===== src/rtl/conv_out_streamer.sv =====
// conv_out_streamer: captures a packed convolution result and streams it one element per handshake.
// Optional CONV_OUT_RELU_EN clamps negative elements to zero on out_data.
module conv_out_streamer #(
   parameter int input_size  = 7,
   parameter int filter_size = 5,
   parameter int stride      = 2,
   localparam int OUT_DIM = ((input_size - filter_size) / stride) + 1,
   localparam int OUT_N   = OUT_DIM * OUT_DIM,
   localparam int IW      = (OUT_N > 1) ? $clog2(OUT_N) : 1
) (
   input  logic              clk,
   input  logic              rst,
   input  logic              frame_valid,
   output logic              frame_ready,
   input  logic [OUT_N*32-1:0] frame_data,
   output logic              out_valid,
   input  logic              out_ready,
   output logic [31:0]       out_data,
   output logic [IW-1:0]     out_index,
   output logic              out_last,
   output logic [15:0]       frame_count
);
   typedef enum logic {IDLE, STREAM} state_t;
   state_t                      state_q, state_d;
   logic [IW-1:0]               idx_q, idx_d;
   logic [15:0]                 cnt_q, cnt_d;
   logic [OUT_N-1:0][31:0]      buf_q, buf_d;
   logic [31:0]                 raw, elem;
   logic                        last;
   always_comb begin
      raw = buf_q[idx_q];
`ifdef CONV_OUT_RELU_EN
      elem = raw[31] ? 32'h0 : raw;
`else
      elem = raw;
`endif
      last        = (state_q == STREAM) && (idx_q == IW'(OUT_N - 1));
      frame_ready = (state_q == IDLE);
      out_valid   = (state_q == STREAM);
      out_data    = out_valid ? elem : 32'h0;
      out_index   = idx_q;
      out_last    = last;
      frame_count = cnt_q;
      state_d = state_q;
      idx_d   = idx_q;
      cnt_d   = cnt_q;
      buf_d   = buf_q;
      if (state_q == IDLE) begin
         if (frame_valid) begin
            buf_d   = frame_data;
            idx_d   = '0;
            state_d = STREAM;
         end
      end else if (out_ready) begin
         // Index returns to 0 on the last beat so IDLE always shows index 0.
         idx_d   = last ? '0 : idx_q + IW'(1);
         state_d = last ? IDLE : STREAM;
         cnt_d   = last ? cnt_q + 16'd1 : cnt_q;
      end
   end
   always_ff @(posedge clk or posedge rst) begin
      if (rst) begin
         state_q <= IDLE;
         idx_q   <= '0;
         cnt_q   <= '0;
         buf_q   <= '0;
      end else begin
         state_q <= state_d;
         idx_q   <= idx_d;
         cnt_q   <= cnt_d;
         buf_q   <= buf_d;
      end
   end
endmodule


===== config.mk =====
export PLATFORM = sky130hd
export DESIGN_NAME = conv_out_streamer
export DESIGN_NICKNAME = d
export VERILOG_FILES = /design/src/rtl/conv_out_streamer.sv
export SDC_FILE = /design/constraint.sdc
export NUM_CORES = 1
export LEC_CHECK = 0
export ABC_AREA = 0
export BUFFER_PORTS_ARGS = -buffer_cell sky130_fd_sc_hd__buf_4
export CORE_UTILIZATION = 52
export CTS_BUF_LIST = sky130_fd_sc_hd__clkbuf_16
export DETAILED_ROUTE_END_ITERATION = 12
export GPL_ROUTABILITY_DRIVEN = 0
export PLACE_DENSITY = 0.8
export SLEW_MARGIN = 40
export SYNTH_ARGS = -nofsm -noshare
export SYNTH_HDL_FRONTEND = slang
export SYNTH_SLANG_ARGS = --single-unit

===== constraint.sdc =====
create_clock -name clk -period 7.4 [get_ports clk]
set_input_delay 2.22 -clock clk [delete_from_list [all_inputs] [get_ports clk]]
set_output_delay 2.22 -clock clk [all_outputs]
set_load 0.03 [all_outputs]

After elaboration in Yosys (flattened, before gate mapping)
Index checks and enable logic that the tools add are counted.
{ "totals": {"elab_cells": 29, "regBits": 147, "input_bits": 132} }
{ "op_classes": {"n_eq_ne": 2, "magnitude_cmp": 1, "reduce_logical": 5, "add_sub_neg": 2, "n_bitwise": 1, "n_mux": 11} }
{ "op_table": {"columns": ["op", "n"], "rows": [
  ["32-bit binary-select mux with 2-bit select", 1],
  ["32-bit two-way mux", 2],
  ["16-bit by 1-bit adder with 16-bit output, second input constant", 1],
  ["2-bit two-way mux", 4],
  ["1-bit two-way mux", 4],
  ["2-bit AND reduction", 2],
  ["2-bit by 3-bit less-than comparator with 1-bit output, second input constant", 1],
  ["3-bit AND reduction", 1],
  ["2-bit by 1-bit adder with 2-bit output, second input constant", 1],
  ["2-bit == test, second input constant", 1],
  ["2-bit inequality test, second input constant", 1],
  ["2-bit nonzero test", 1],
  ["1-bit logical AND", 1],
  ["1-bit inverter", 1]
]} }

Depth between registers and ports, before layout
{ "depth": {"word_depth": 5, "ltp_mapped": 5, "ltp_nobuf": 5} }

Least setup slack after synthesis
Ideal clock, no wire load.
{ "synth_path": {"path_kind": "register -> output", "start": "reg idx_q[0] (netlist: out_index[0])", "end": "out out_data[10]", "t_arrival_ns": 1.647, "n_path_buf": 2, "t_required_ns": 5.180, "setup_slack_ns": 3.533, "stages_incl_launch_ff": 5, "cell_sequence": "dfrtp_1 -> buf_6 -> buf_6 -> mux4_2 -> and2_1"} }
{ "synth_between": {"elab_chain_len": 3} }
{ "synth_lines": {"columns": ["element", "line", "text"], "rows": [
  ["from (decl)", "25", "logic [IW-1:0] idx_q, idx_d;"],
  ["from (signal assigned)", "69", "idx_q <= idx_d;"],
  ["32-bit binary-select mux with 2-bit select", "31", "raw = buf_q[idx_q];"],
  ["32-bit two-way mux (implied by the code)", "31", null],
  ["32-bit two-way mux", "40", "out_data = out_valid ? elem : 32'h0;"],
  ["to (decl)", "18", "output logic [31:0] out_data,"]
]} }
No other way between the ends. The select of a mux whose other input is x is not followed.

Worst setup path after layout
{ "layout_path": {"start": "reg idx_q[0] (netlist: out_index[0])", "end": "out out_data[13]"} }
The elaborated chain is that of the path after synthesis.

==> impl_metrics.py <==
metrics = {
    "synthesis": {
        "async_flop_share_pct": 100,
        "synth_cells": 420,
        "netlist_top_cells_area": "dfrtp_1 55%, mux2_2 22%, mux4_2 11%",
        "synth_edf_count": 0,
        "syn-num-nets": 554,
        "ys_seq_area_share_pct": 55.4,
        "synth_area_per_cell_um2": 15.8,
        "yosysTopAreaCell": "dfrtp_1",
        "synth-xor-area-share_pct": 1.98,
        "yosysTopAreaCellShare_pct": 55.4,
        "yosysMostFrequentCell": "dfrtp_1",
        "synthFlopType": "dfrtp_1",
        "synthSimpleGateAreaFrac_pct": 5.73,
        "synth_top_family_by_area": "multiplexers",
        "synthMuxAreaShare_pct": 33.1,
        "synthAdderAreaFrac_pct": 0.377,
        "synthesis.area_um2": 6640,
        "synth-compound-area-share_pct": 0.302,
        "ys_ff_latch": 147,
        "yosys_warnings": 0,
        "yosys-top-cells-count": "147 x dfrtp_1, 129 x mux2_2, 33 x and2_1, 32 x mux4_2, 16 x buf_4",
        "synth.distinct_cells": 26,
    },
    "floorplan": {
        "rows": 40,
        "io_pins": 185,
        "design.core.area_um2": 12200,
        "start_util_pct": 54.3,
        "die-area_um2": 13200,
        "die_h_um": 115,
        "fp.dieW_um": 115,
    },
    "grt": {
        "grt_max_degree": 91,
        "grt_usage_pct": 22.8,
        "grt_overflow": 0,
        "antenna_found_initial": 0,
        "grt_pass1_vias": 4491,
        "grt_pass1_wl_um": 22500,
    },
    "routing": {
        "post_drt_via_cell_ratio": 5.24,
        "drtIter0Drc": 323,
        "wl_per_cell_um": 17.9,
        "drc": 0,
        "ant_nets": 0,
        "drt-pass1-iter-count": 4,
        "routed_wirelength_um": 14000,
        "vias": 4110,
    },
    "sta": {
        "setup_tns_ns": 0,
        "hold_viol": 0,
        "tightest_slew_ns": 0.585,
        "clock.fmax_mhz": 214,
        "period_share_pct": 63.2,
        "final-setup-viol-count": 0,
        "rsz0062_at_grt": "false",
        "fin_crit_ns": 4.68,
        "skew_ns": 0.00472,
        "timing.final.ws_setup_ns": 2.72,
        "slew_headroom_pct": 61.0,
        "slew_violations": 0,
    },
    "clock_network": {
        "tritoncts": "built",
        "htreeDepth": 4,
        "hold_buffers": 0,
        "clk-insertion-delay-late_ns": 0.42,
        "path_clk_slew_ns": 0.06,
        "root_buffer": "clkbuf_16",
        "clk_path_buf_depth": 2,
        "cts_resized": 0,
        "cts-buffers-inserted": 17,
        "clock-sinks": 147,
        "cts_setup_buffers": 0,
    },
    "critical_path": {
        "cpPeakStageDelay_ns": 0.66,
        "endpoint_kind": "primary output",
        "reg2reg_from": "out_valid",
        "crit_arrival_ns": 2.46,
        "worstReg2RegEnd": "buf_q[17]",
        "path_cells": "buf_4 -> mux4_2 -> and2_1 -> buf_4",
        "required_ns": 5.18,
        "path_class": "reg -> out",
        "critPathMostFrequentCell": "buf_4",
        "critPathSlowestCell": "dfrtp_2",
        "cp-start-kind": "flop",
        "crit_path_end": "out_data[13]",
        "cp_max_fo": 20,
        "rrSetupSlack_ns": 4.94,
        "reg2regPathDepth": 5,
        "critPathLaunch": "out_index[0]",
    },
    "placement": {
        "dp_hpwl_um": 9480,
        "placed_area_um2": 8130,
        "port_buffers": 184,
        "pre_cts_slack_ns": 3.09,
    },
    "run_status": {
        "status": "completed",
    },
    "power": {
        "vdd_ir_drop_max_uv": 282,
        "leakage_nw": 3.93,
        "powerDensity_nw_per_um2": 467,
    },
    "finish": {
        "antenna_cells": 0,
        "utilization_pct": 70.9,
        "drive_gt1_share_pct": 62.3,
        "final_nets": 737,
        "final_area_um2": 8660,
        "area_delta_synth_final_pct": 30.5,
    },
    "hold_path": {
        "hold_path.class": "reg -> reg",
    },
    "job": {
        "cap_violations": 0,
    },
}
[per-stage QoR]
stage	cells	total power [mW]	hold WS (ns)
6_report	784	4.05	0.477
2_1_floorplan	420	2.75	0.475
4_1_cts	784	4.09	0.476
3_5_place_dp	752	3.31	0.464
5_1_grt	784	4.26	0.497
3_3_place_gp	750	3.24	0.462
[logic make-up (layout without fill, tap and decap cells)]
logic type | after synthesis | count (layout)
AOI/OAI and AO/OA | 3 | 3
xor gates and xnor gates | 15 | 15
adders and majority gates | 2 | 2
buffers and inverters | 30 | 226
DFF | 147 | 147
muxes | 163 | 163
and+or+nand+nor | 60 | 60
[area by class of cell]
cell class | instances | area, um2
tap | 168 | 210
fill | 868 | 3550
multi-input combinational | 243 | 2760
sequential | 147 | 3680
clock inverter | 15 | 100
inverter | 4 | 22.5
timing repair buffer | 190 | 1460
clock buffer | 17 | 425
[power breakdown]
part | switching, mW | leakage [nW] | total, mW | internal (mW)
clock | 0.319 | 0.257 | 0.769 | 0.450
combinational | 0.839 | 1.89 | 1.84 | 0.997
sequential | 0.263 | 1.78 | 1.44 | 1.18
total | 1.42 | 3.93 | 4.05 | 2.63
[state kept, by name (all words and copies together) (netlist names)]
name	cells
buf_q	128
out_valid	1
frame_count	16
out_index	2
[worst min-delay path by stage]
stage                          startpoint         endpoint  slack [ns]  cells after the start
after detailed placement  frame_count[15]  frame_count[15]        0.46                      1
final                     frame_count[15]  frame_count[15]        0.48                      1
after global routing      frame_count[15]  frame_count[15]        0.50                      1
after global placement    frame_count[15]  frame_count[15]        0.46                      1
after floorplan                 buf_q[32]        buf_q[32]        0.48                      1
after CTS                 frame_count[15]  frame_count[15]        0.48                      1
[cells in the final DEF, fill, tap and decap left out, types with 2 or more instances in the layout]
master      instances
buf_4             186
dfrtp_1           145
mux2_2            129
and2_1             33
mux4_2             32
clkbuf_16          17
xnor2_1            13
nand2_1             8
nand3_1             6
clkinv_2            5
clkinv_1            5
inv_1               4
nor2_1              4
clkinvlp_4          3
and3_1              2
mux2i_1             2
o22ai_1             2
xor2_1              2
ha_1                2
buf_8               2
[routing by layer]
metal / routed length [um] / part of all wire [%] / track usage [%]
met2: 7180 / 51 / 37.8
met4: 246 / 1.8 / 9.00
met5: 0 / 0 / 0
met1: 5910 / 42 / 28.7
met3: 706 / 5.0 / 6.11
[worst max-delay path: cells and delay by family (launching register included)]
kind	cells	cell delay [ns]
flip-flops	1	0.66
AND/OR/NAND/NOR	1	0.17
multiplexers	1	0.56
buffers and inverters	2	0.63
Note: power is estimated with default switching activity, not from simulation.
